## src/rtl/clint_pkg.sv

```systemverilog
// rtl/clint_pkg.sv - shared register map and helpers for the machine timer block
package clint_pkg;

  localparam logic [31:0] BASE_ADDR_DEFAULT = 32'h0200_0000;

  localparam logic [5:0] MSIP_OFF        = 6'h00;
  localparam logic [5:0] MTIMECMP_LO_OFF = 6'h04;
  localparam logic [5:0] MTIMECMP_HI_OFF = 6'h08;
  localparam logic [5:0] MTIME_LO_OFF    = 6'h0C;
  localparam logic [5:0] MTIME_HI_OFF    = 6'h10;

  // All-ones compare value keeps the timer disarmed out of reset.
  localparam logic [63:0] MTIMECMP_RESET = 64'hFFFF_FFFF_FFFF_FFFF;

  function automatic logic [31:0] merge_bytes(input logic [31:0] old_val,
                                              input logic [31:0] new_val,
                                              input logic [3:0]  strb);
    logic [31:0] result;
    for (int i = 0; i < 4; i++) begin
      result[8*i +: 8] = strb[i] ? new_val[8*i +: 8] : old_val[8*i +: 8];
    end
    return result;
  endfunction

endpackage

```

## src/rtl/clint_prescaler.sv

```systemverilog
// rtl/clint_prescaler.sv - tick generator, one o_tick cycle every PRESCALE clocks
module clint_prescaler #(
  parameter int PRESCALE = 1
) (
  input  logic clk,
  input  logic reset,
  output logic o_tick
);

  localparam logic [15:0] LAST = 16'(PRESCALE - 1);

  logic [15:0] count;

  assign o_tick = (count == LAST);

  always_ff @(posedge clk) begin
    if (reset) begin
      count <= '0;
    end else if (o_tick) begin
      count <= '0;
    end else begin
      count <= count + 16'd1;
    end
  end

endmodule

```

## src/rtl/clint_timer.sv

```systemverilog
// rtl/clint_timer.sv - mtime/mtimecmp/msip register window and interrupt outputs
module clint_timer
  import clint_pkg::*;
#(
  parameter int          XLEN      = 32,
  parameter int          PRESCALE  = 1,
  parameter logic [31:0] BASE_ADDR = BASE_ADDR_DEFAULT
) (
  input  logic            clk,
  input  logic            reset,
  input  logic            i_req,
  input  logic            i_we,
  input  logic [XLEN-1:0] i_addr,
  input  logic [XLEN-1:0] i_wdata,
  input  logic [3:0]      i_wstrb,
  output logic            o_ack,
  output logic [XLEN-1:0] o_rdata,
  output logic            o_timer_int,
  output logic            o_software_int
);

  logic [63:0] mtime;
  logic [63:0] mtimecmp;
  logic        msip;
  logic        tick;

  logic        in_window;
  logic [5:0]  offset;
  logic        access;
  logic        wr;
  logic [31:0] rd_value;

  clint_prescaler #(.PRESCALE(PRESCALE)) u_prescaler (
    .clk   (clk),
    .reset (reset),
    .o_tick(tick)
  );

  // The window is 64 bytes; only the upper address bits select it.
  assign in_window = (i_addr[XLEN-1:6] == BASE_ADDR[XLEN-1:6]);
  assign offset    = i_addr[5:0];
  assign access    = i_req && in_window;
  assign wr        = access && i_we;

  always_comb begin
    rd_value = '0;
    case (offset)
      MSIP_OFF:        rd_value = {31'b0, msip};
      MTIMECMP_LO_OFF: rd_value = mtimecmp[31:0];
      MTIMECMP_HI_OFF: rd_value = mtimecmp[63:32];
      MTIME_LO_OFF:    rd_value = mtime[31:0];
      MTIME_HI_OFF:    rd_value = mtime[63:32];
      default:         rd_value = '0;
    endcase
  end

  always_ff @(posedge clk) begin
    if (reset) begin
      mtime          <= '0;
      mtimecmp       <= MTIMECMP_RESET;
      msip           <= 1'b0;
      o_ack          <= 1'b0;
      o_rdata        <= '0;
      o_timer_int    <= 1'b0;
      o_software_int <= 1'b0;
    end else begin
      o_ack   <= access;
      o_rdata <= (access && !i_we) ? rd_value : '0;

      if (wr && offset == MSIP_OFF && i_wstrb[0]) begin
        msip <= i_wdata[0];
      end
      if (wr && offset == MTIMECMP_LO_OFF) begin
        mtimecmp[31:0] <= merge_bytes(mtimecmp[31:0], i_wdata, i_wstrb);
      end
      if (wr && offset == MTIMECMP_HI_OFF) begin
        mtimecmp[63:32] <= merge_bytes(mtimecmp[63:32], i_wdata, i_wstrb);
      end

      // A store to either mtime half replaces this cycle's increment entirely.
      if (wr && offset == MTIME_LO_OFF) begin
        mtime[31:0] <= merge_bytes(mtime[31:0], i_wdata, i_wstrb);
      end else if (wr && offset == MTIME_HI_OFF) begin
        mtime[63:32] <= merge_bytes(mtime[63:32], i_wdata, i_wstrb);
      end else if (tick) begin
        mtime <= mtime + 64'd1;
      end

      o_timer_int    <= (mtime >= mtimecmp);
      o_software_int <= msip;
    end
  end

endmodule

```

## config.mk

```make
export PLATFORM = sky130hd
export DESIGN_NAME = clint_timer
export DESIGN_NICKNAME = d
export VERILOG_FILES = /design/src/rtl/clint_pkg.sv /design/src/rtl/clint_prescaler.sv /design/src/rtl/clint_timer.sv
export SDC_FILE = /design/constraint.sdc
export NUM_CORES = 1
export LEC_CHECK = 0
export ABC_AREA = 1
export CAP_MARGIN = 25
export CORE_UTILIZATION = 45
export CTS_BUF_LIST = sky130_fd_sc_hd__clkbuf_8 sky130_fd_sc_hd__clkbuf_16
export DETAILED_ROUTE_END_ITERATION = 12
export PLACE_DENSITY = 0.74
export SLEW_MARGIN = 0
export SYNTH_ARGS = -nofsm -noshare
export SYNTH_HDL_FRONTEND = slang
export SYNTH_SLANG_ARGS = --single-unit
export TNS_END_PERCENT = 50
```

## constraint.sdc

```tcl
create_clock -name clk -period 1.9 [get_ports clk]
set_input_delay 0.285 -clock clk [delete_from_list [all_inputs] [get_ports clk]]
set_output_delay 0.285 -clock clk [all_outputs]
set_load 0.005 [all_outputs]
```

==> results of run 1 <==
-- sequential cells by signal, indices dropped and copies added, names as in the netlist --
name and flops:
msip 1, mtime 64, mtimecmp 64, o_ack 1
o_rdata 32, o_software_int 1, o_timer_int 1, u_prescaler.count 16
-- cells in the mapped netlist (3+ instances only) --
master	number	area (um^2)
sky130_fd_sc_hd__a41oi_1	3	26.3
sky130_fd_sc_hd__buf_2	12	60.1
sky130_fd_sc_hd__a22oi_1	11	82.6
sky130_fd_sc_hd__o22ai_1	18	113
sky130_fd_sc_hd__buf_6	11	124
sky130_fd_sc_hd__clkbuf_1	27	101
sky130_fd_sc_hd__nand2_2	13	81.3
sky130_fd_sc_hd__ha_1	67	838
sky130_fd_sc_hd__xnor2_1	11	96.3
sky130_fd_sc_hd__a21oi_1	93	465
sky130_fd_sc_hd__o21ai_0	48	240
sky130_fd_sc_hd__a221oi_1	18	158
sky130_fd_sc_hd__buf_1	4	15.0
sky130_fd_sc_hd__and2_1	3	18.8
sky130_fd_sc_hd__nor4_1	3	18.8
sky130_fd_sc_hd__nor2_2	12	75.1
sky130_fd_sc_hd__xor2_1	11	96.3
sky130_fd_sc_hd__nor3_1	26	130
sky130_fd_sc_hd__nand2_1	508	1910
sky130_fd_sc_hd__nor2_4	10	113
sky130_fd_sc_hd__nand3_1	116	581
sky130_fd_sc_hd__dfxtp_1	180	3600
sky130_fd_sc_hd__o211ai_1	66	495
sky130_fd_sc_hd__nand2_4	6	67.6
sky130_fd_sc_hd__nand3_4	3	52.6
sky130_fd_sc_hd__nor3b_1	3	22.5
sky130_fd_sc_hd__nor2_1	260	976
sky130_fd_sc_hd__inv_2	6	22.5
sky130_fd_sc_hd__inv_1	220	826
sky130_fd_sc_hd__a31oi_1	13	81.3
sky130_fd_sc_hd__nand3_2	4	40.0
sky130_fd_sc_hd__buf_4	7	52.6
sky130_fd_sc_hd__nand3b_1	12	90.1
sky130_fd_sc_hd__nand4_1	39	244
-- per-stage QoR --
stage | std cells | hold WS, ps | instance area [um^2]
global route | 2556 | 466 | 16900
CTS | 2545 | 477 | 16100
finish | 2556 | 452 | 16900
global placement | 2513 | 451 | 15400
floorplan | 1862 | 347 | 12100
detailed placement | 2513 | 461 | 15400
-- worst max path at each step --
stage	endpoint	slack [ps]	cells after the start
2_1_floorplan	mtime[44]$_SDFFE_PP0P_	180	12
3_3_place_gp	mtime[54]$_SDFFE_PP0P_	-310	11
3_5_place_dp	mtime[57]$_SDFFE_PP0P_	-370	13
4_1_cts	mtime[62]$_SDFFE_PP0P_	-6	10
5_1_grt	o_timer_int$_SDFF_PP0_	-90	11
6_report	mtime[61]$_SDFFE_PP0P_	-40	12
-- final cells by class --
type                       instances  area (um^2)  area share [%]
sequential                       180         3690            21.9
inverter                         228          867            5.14
timing repair buffer             388         3460            20.5
multi-input combinational       1393         7850            46.5
clock inverter                    14          141           0.838
clock buffer                      18          439            2.60
tap                              335          419            2.49
-- cells by family (layout without fill, tap and decap cells) --
family / Yosys count / after routing / share of synthesized area [%]
buf+inv: 289 / 648 / 10.1
compound gates: 277 / 277 / 14.3
fa+ha+maj: 67 / 67 / 6.95
flops: 180 / 180 / 29.9
xor+xnor: 22 / 22 / 1.60
simple gates: 1027 / 1027 / 37.3
-- layer usage --
| metal | vias to the layer above | share of wire [%] | track usage, % |
|---|---|---|---|
| met4 | 0 | 4.4 | 14.0 |
| met3 | 117 | 10 | 6.58 |
| li1 | 6818 | - | - |
| met1 | 6577 | 42 | 45.6 |
| met5 | - | 0 | 0 |
| met2 | 797 | 44 | 52.9 |
-- report_power, final --
part           leakage (nW)  internal, mW  switching [mW]  total [mW]
logic                  6.58         0.207           0.262       0.469
clock network         0.286          1.78            1.86        3.64
registers              1.47          3.76         0.00684        3.77
-- timing repair --
action                                 4_1_cts  5_1_grt
endpoints found under the hold margin        0        0
setup buffers                                1       10
resized for setup                           45      204
pin swaps                                    8       56
setup endpoints to repair                   29       95
gates cloned                                 0        1
==> results.tsv, run 1 <==
metric	value	unit
result of the run	finished, violations left	
violations in the final reports	DRC, setup timing	
net count after synthesis	2001	
first-pass GRT wire length	71800	um
count of yosys warnings during synthesis	0	
post-detail-place hpwl	36800	um
arrival time at the worst endpoint	2300	ps
data required time at the worst endpoint	2260	ps
smallest setup slack after layout	-40.1	ps
TritonCTS Sinks	180	
share of synthesized area occupied by flip-flops and latches	29.9	%
initial core utilization	46.0	%
number of port buffers	106	
Global Route Usage Sum	33.8	%
clock tree from TritonCTS	built	
setup-violating endpoint count in the final report	2	
CTS Root Cell	sky130_fd_sc_hd__clkbuf_16	
Tmin final	1940	ps
num rows	59	
hold worst-path end	u_prescaler.count[0]$_SDFF_PP0_	
critical path fanouts, max	8	
cell type with the highest occurrence count on the critical path	sky130_fd_sc_hd__nor2_1	
core area	0.0262	mm^2
Worst IR Drop VDD	0.602	mV
total power divided by cell area	467	mW/mm^2
clock tree skew after final layout	17.7	ps
PnR Total Power	7.87	mW
number of H-tree levels	4	
EDFF count, synth	0	
net count reported at finish	2347	
origin of the worst setup path	i_addr[11]	
worst reg2reg path endpoint	o_timer_int$_SDFF_PP0_	
Slowest-stage cell, CP	sky130_fd_sc_hd__clkdlybuf4s50_1	
via count of the first global-routing pass	13100	
normalized max-slew margin	74.6	%
Congestion Overflow GR	0	
Pre-antenna DRT Iters	12	
delay of the slowest cell on the worst path	430	ps
Layout Utilization	64.4	%
worst hold path stage count	1	
proportion of register bits with asynchronous set or reset after synthesis	0	%
primary flip-flop cell chosen by synthesis mapping	sky130_fd_sc_hd__dfxtp_1	
type of origin of the critical path	primary input	
top cell family by delay on the critical path	simple AND/OR/NAND/NOR gates	
maximum clock frequency	515	MHz
clock latency reported for the late side of the worst-skew pair	450	ps
fill cell total of the finished layout	2341	
most common cell after layout, fill and taps aside	sky130_fd_sc_hd__nand2_1	
share of cells above drive strength 1	25.2	%
initial antenna violation count	0	
leakage power figure	8.33	nW
Die Wd	166	um
largest net degree at the start of global routing	49	
GPL Wtd Cong	0.994	
final clock period utilization by the worst path	102	%
Inserted Clock Buffers	17	
Worst Setup End Kind	flip-flop	
Cells after Synth	1862	
number of flip-flops and latches in the synthesized netlist	180	
Least-Margin Pin Slew	378	ps
area of the die	0.0275	mm^2
number of diodes	0	
drt initial violations	1755	
crit path cell chain	clkdlybuf4s50_1 > nor2_1 > nand2_1 > nor2_1 > nand2_2 > nor2_8 > nand3_4 > nand2_4 > nand2_8 > nor2_4 > nand3_1 > a21oi_1	
number of nets with antenna violations after routing	0	
worst-case clock buffer depth	2	
source of the worst hold timing path	u_prescaler.count[0]$_SDFF_PP0_	
Chip Height	166	um
FF-to-FF Start	mtime[36]$_SDFFE_PP0P_	
number of distinct library cell variants in the gate-level netlist after synthesis	46	
FF-to-FF path depth	9	
total of hold buffers inserted after clock tree synthesis	0	
Final Hold Vio Count	0	
mean area per synthesized cell	6.48	um^2
detail-routed net length per standard cell	18.8	um
area growth from synthesis to final layout	39.8	%
post-CTS clock slew at the launch and capture registers of the worst setup and hold paths	80	ps
unrepaired setup endpoints after global routing	yes	
placement-stage worst setup slack	-367	ps
DRC violations left	5	
worst hold-check path type	reg2reg	
type of the setup path with the least slack	in2reg	
WP buf/inv	1	
num ports	107	
per-cell via count in the routed design	5.60	
register-to-register path setup slack	-10	ps
final-report max-slew violation count	0	
via count of the routed design	14300	
max-capacitance violation count	0	
most frequent cells in the layout	sky130_fd_sc_hd__nand2_1, sky130_fd_sc_hd__buf_4, sky130_fd_sc_hd__inv_1	
final sum of negative setup slack	-48.2	ps
cell area after synthesis	0.0121	mm^2
routed wire length	47900	um
Power figures use the tool's default switching activity.
==> run 2: changes to the inputs <==
--- a/config.mk
+++ b/config.mk
@@ -7,10 +7,13 @@
 export LEC_CHECK = 0
 export ABC_AREA = 1
 export CAP_MARGIN = 25
-export CORE_UTILIZATION = 45
+export CELL_PAD_IN_SITES_DETAIL_PLACEMENT = 0
+export CELL_PAD_IN_SITES_GLOBAL_PLACEMENT = 1
+export CORE_MARGIN = 2
+export CORE_UTILIZATION = 42
 export CTS_BUF_LIST = sky130_fd_sc_hd__clkbuf_8 sky130_fd_sc_hd__clkbuf_16
 export DETAILED_ROUTE_END_ITERATION = 12
-export PLACE_DENSITY = 0.74
+export PLACE_DENSITY = 0.91
 export SLEW_MARGIN = 0
 export SYNTH_ARGS = -nofsm -noshare
 export SYNTH_HDL_FRONTEND = slang
==> run 2 against run 1 <==
The flow finishes with violations (setup timing). Die area is 9.6% higher. Cell count is 2.9% higher. Core utilization is 3.9 points lower. Clock-buffer cell count stayed put. Combinational power hardly changed. Flip-flop and latch count stayed put. Clock power hardly changed. Sequential share of layout area is 0.56 points lower. Non-clock buffer count is 25 higher. Highest routed layer unchanged.
==> results.tsv, run 2 (synthesis gave the netlist of run 1 again) <==
metric	value	unit	change
FF-to-FF Start	mtime[0]$_SDFFE_PP0P_		
post-detail-place hpwl	38000	um	+3.3%
type of the setup path with the least slack	reg2reg		
normalized max-slew margin	75.0	%	+0.40 points
Die Wd	173	um	+4.7%
critical path fanouts, max	5		-3
DP Area	0.0156	mm^2	+1.3%
smallest setup slack after layout	-10.3	ps	+29.8 ps
post-route cell area	0.0172	mm^2	+2.1%
largest net degree at the start of global routing	42		-14%
endpoint of the most critical setup path	mtime[46]$_SDFFE_PP0P_		
num ports	107		unchanged
area growth from synthesis to final layout	42.8	%	
Congestion Overflow GR	0		unchanged
internal power	5.86	mW	+1.9%
sequential share of power	47.8	%	about the same
violations in the final reports	setup timing		
setup-violating endpoint count in the final report	2		unchanged
number of H-tree levels	4		unchanged
number of nets with antenna violations after routing	0		unchanged
number of diodes	0		unchanged
register-to-register path setup slack	-10	ps	about the same
fill cell total of the finished layout	2716		+16%
number of port buffers	106		unchanged
DRC violations left	0		-5
final sum of negative setup slack	-14.5	ps	+33.7 ps
registers with the most flip-flops	mtime (64), mtimecmp (64), o_rdata (32)		
result of the run	finished, violations left		
clock tree skew after final layout	8.35	ps	-9.35 ps
placement-stage worst setup slack	-551	ps	-184 ps
final clock period utilization by the worst path	101	%	-1.6 points
clock tree from TritonCTS	built		
FF-to-FF path depth	12		+3
storage element area	0.00367	mm^2	-0.48%
total of hold buffers inserted after clock tree synthesis	0		unchanged
PnR Total Power	7.91	mW	+0.41%
worst-case clock buffer depth	2		unchanged
via count of the routed design	14100		-1.2%
most common cell after layout, fill and taps aside	sky130_fd_sc_hd__nand2_1		
origin of the worst setup path	mtime[0]$_SDFFE_PP0P_		
leakage power figure	8.52	nW	+2.2%
arrival time at the worst endpoint	2260	ps	-40 ps
GPL Wtd Cong	1.00		+1.1%
net load switching power	2.04	mW	-3.7%
clock latency reported for the late side of the worst-skew pair	470	ps	+20 ps
Switching Fraction	25.9	%	-1.1 points
worst reg2reg path endpoint	mtime[46]$_SDFFE_PP0P_		
final-report max-slew violation count	0		unchanged
post-CTS clock slew at the launch and capture registers of the worst setup and hold paths	80	ps	about the same
share of cells above drive strength 1	25.9	%	+0.69 points
Tmin final	1910	ps	-29.8 ps
drt initial violations	1198		-32%
core area	0.0285	mm^2	+8.6%
Inserted Clock Buffers	17		unchanged
most frequent cells in the layout	sky130_fd_sc_hd__nand2_1, sky130_fd_sc_hd__buf_4, sky130_fd_sc_hd__inv_1		
TritonCTS Sinks	180		unchanged
initial core utilization	42.4	%	-3.7 points
Pre-antenna DRT Iters	5		-7
net count reported at finish	2373		+1.1%
initial antenna violation count	0		unchanged
unrepaired setup endpoints after global routing	yes		
total power divided by cell area	459	mW/mm^2	-1.7%
final-layout worst hold slack	455	ps	+3.51 ps
Comb pwr share	5.9	%	about the same
worst hold-check path type	reg2reg		
via count of the first global-routing pass	13400		+2.3%
type of origin of the critical path	flip-flop		
area of the die	0.0301	mm^2	+9.6%
Global Route Usage Sum	31.9	%	-1.9 points
Chip Height	173	um	+4.7%
Least-Margin Pin Slew	375	ps	-3.16 ps
max-capacitance violation count	0		unchanged
Worst Setup End Kind	flip-flop		
per-cell via count in the routed design	5.37		-4.0%
area used by multi-input combinational logic	0.00793	mm^2	+1.0%
first-pass GRT wire length	74800	um	+4.1%
Clk pwr share	46.3	%	about the same
maximum clock frequency	523	MHz	+1.6%
Final Hold Vio Count	0		unchanged
detail-routed net length per standard cell	18.7	um	-0.47%
data required time at the worst endpoint	2250	ps	about the same
CTS Root Cell	sky130_fd_sc_hd__clkbuf_16		
routed wire length	49100	um	+2.5%
Worst IR Drop VDD	0.607	mV	+0.86%
num rows	62		+5.1%
## run 2: cell count changes in the layout (fill, tap and decap cells not counted), sizes merged
cell,change
clkinv,-1
buf,+24
bufinv,+1
inv,-1
clkbuf,+1
dlymetal6s2s,+1
nand2,+1
clkinvlp,+1
clkdlybuf4s50,-1
## run 2: worst max-delay path: stages, from the launching register on
cell and delay (ps):
sky130_fd_sc_hd__dfxtp_2 380, sky130_fd_sc_hd__ha_4 160, sky130_fd_sc_hd__inv_4 40, sky130_fd_sc_hd__nor2_4 160, sky130_fd_sc_hd__nand2_2 100, sky130_fd_sc_hd__nor2_4 180
sky130_fd_sc_hd__nand2_4 140, sky130_fd_sc_hd__nor2_4 230, sky130_fd_sc_hd__nand2_1 90, sky130_fd_sc_hd__nand2_1 80, sky130_fd_sc_hd__nand3_2 90, sky130_fd_sc_hd__nand3_2 90
sky130_fd_sc_hd__a21oi_2 40
## run 2: per-stage QoR
stage / util [%] / cells
2_1_floorplan: - / 1862
3_3_place_gp: 54.8 / 2578
3_5_place_dp: 54.8 / 2578
4_1_cts: 57.4 / 2612
5_1_grt: 60.5 / 2631
6_report: 60.5 / 2631
## run 2: area by class of cell
cell class              instances  share of cell area [%]
clock inverters                14                   0.850
repair buffers                413                    21.4
well taps                     384                    2.79
multi-input cells            1394                    46.0
clock buffers                  18                    2.55
inverters                     228                    5.05
flip-flops and latches        180                    21.3
## run 2: how the worst min path moves through the flow
stage	start	end	slack, ps	cells past startpoint
2_1_floorplan	reset	mtime[56]$_SDFFE_PP0P_	350	1
3_3_place_gp	msip$_SDFFE_PP0P_	o_software_int$_SDFF_PP0_	440	2
3_5_place_dp	msip$_SDFFE_PP0P_	o_software_int$_SDFF_PP0_	450	2
4_1_cts	msip$_SDFFE_PP0P_	o_software_int$_SDFF_PP0_	460	2
5_1_grt	msip$_SDFFE_PP0P_	o_software_int$_SDFF_PP0_	490	2
6_report	msip$_SDFFE_PP0P_	o_software_int$_SDFF_PP0_	460	2
## run 2: what timing repair did
item | CTS | global route
cloned | 0 | 3
pin swaps | 10 | 59
gates resized for setup | 44 | 213
setup buffers | 2 | 16
setup endpoints to repair | 64 | 99
## run 2: power by group through the flow
stage	Clock (mW)	Sequential [mW]	Combinational, mW
4_1_cts	3.68	3.78	0.455
2_1_floorplan	0	3.87	0.157
3_3_place_gp	0	3.87	0.447
5_1_grt	3.83	3.78	0.500
3_5_place_dp	0	3.87	0.452
6_report	3.66	3.78	0.470
## run 2: per-layer routing
metal | GRT usage (%) | up-vias | routed length, um
li1 | - | 6872 | -
met1 | 43.4 | 6562 | 21000
met2 | 50.5 | 611 | 22100
met3 | 5.53 | 95 | 4400
met4 | 12.5 | 0 | 1620
met5 | 0 | - | 0
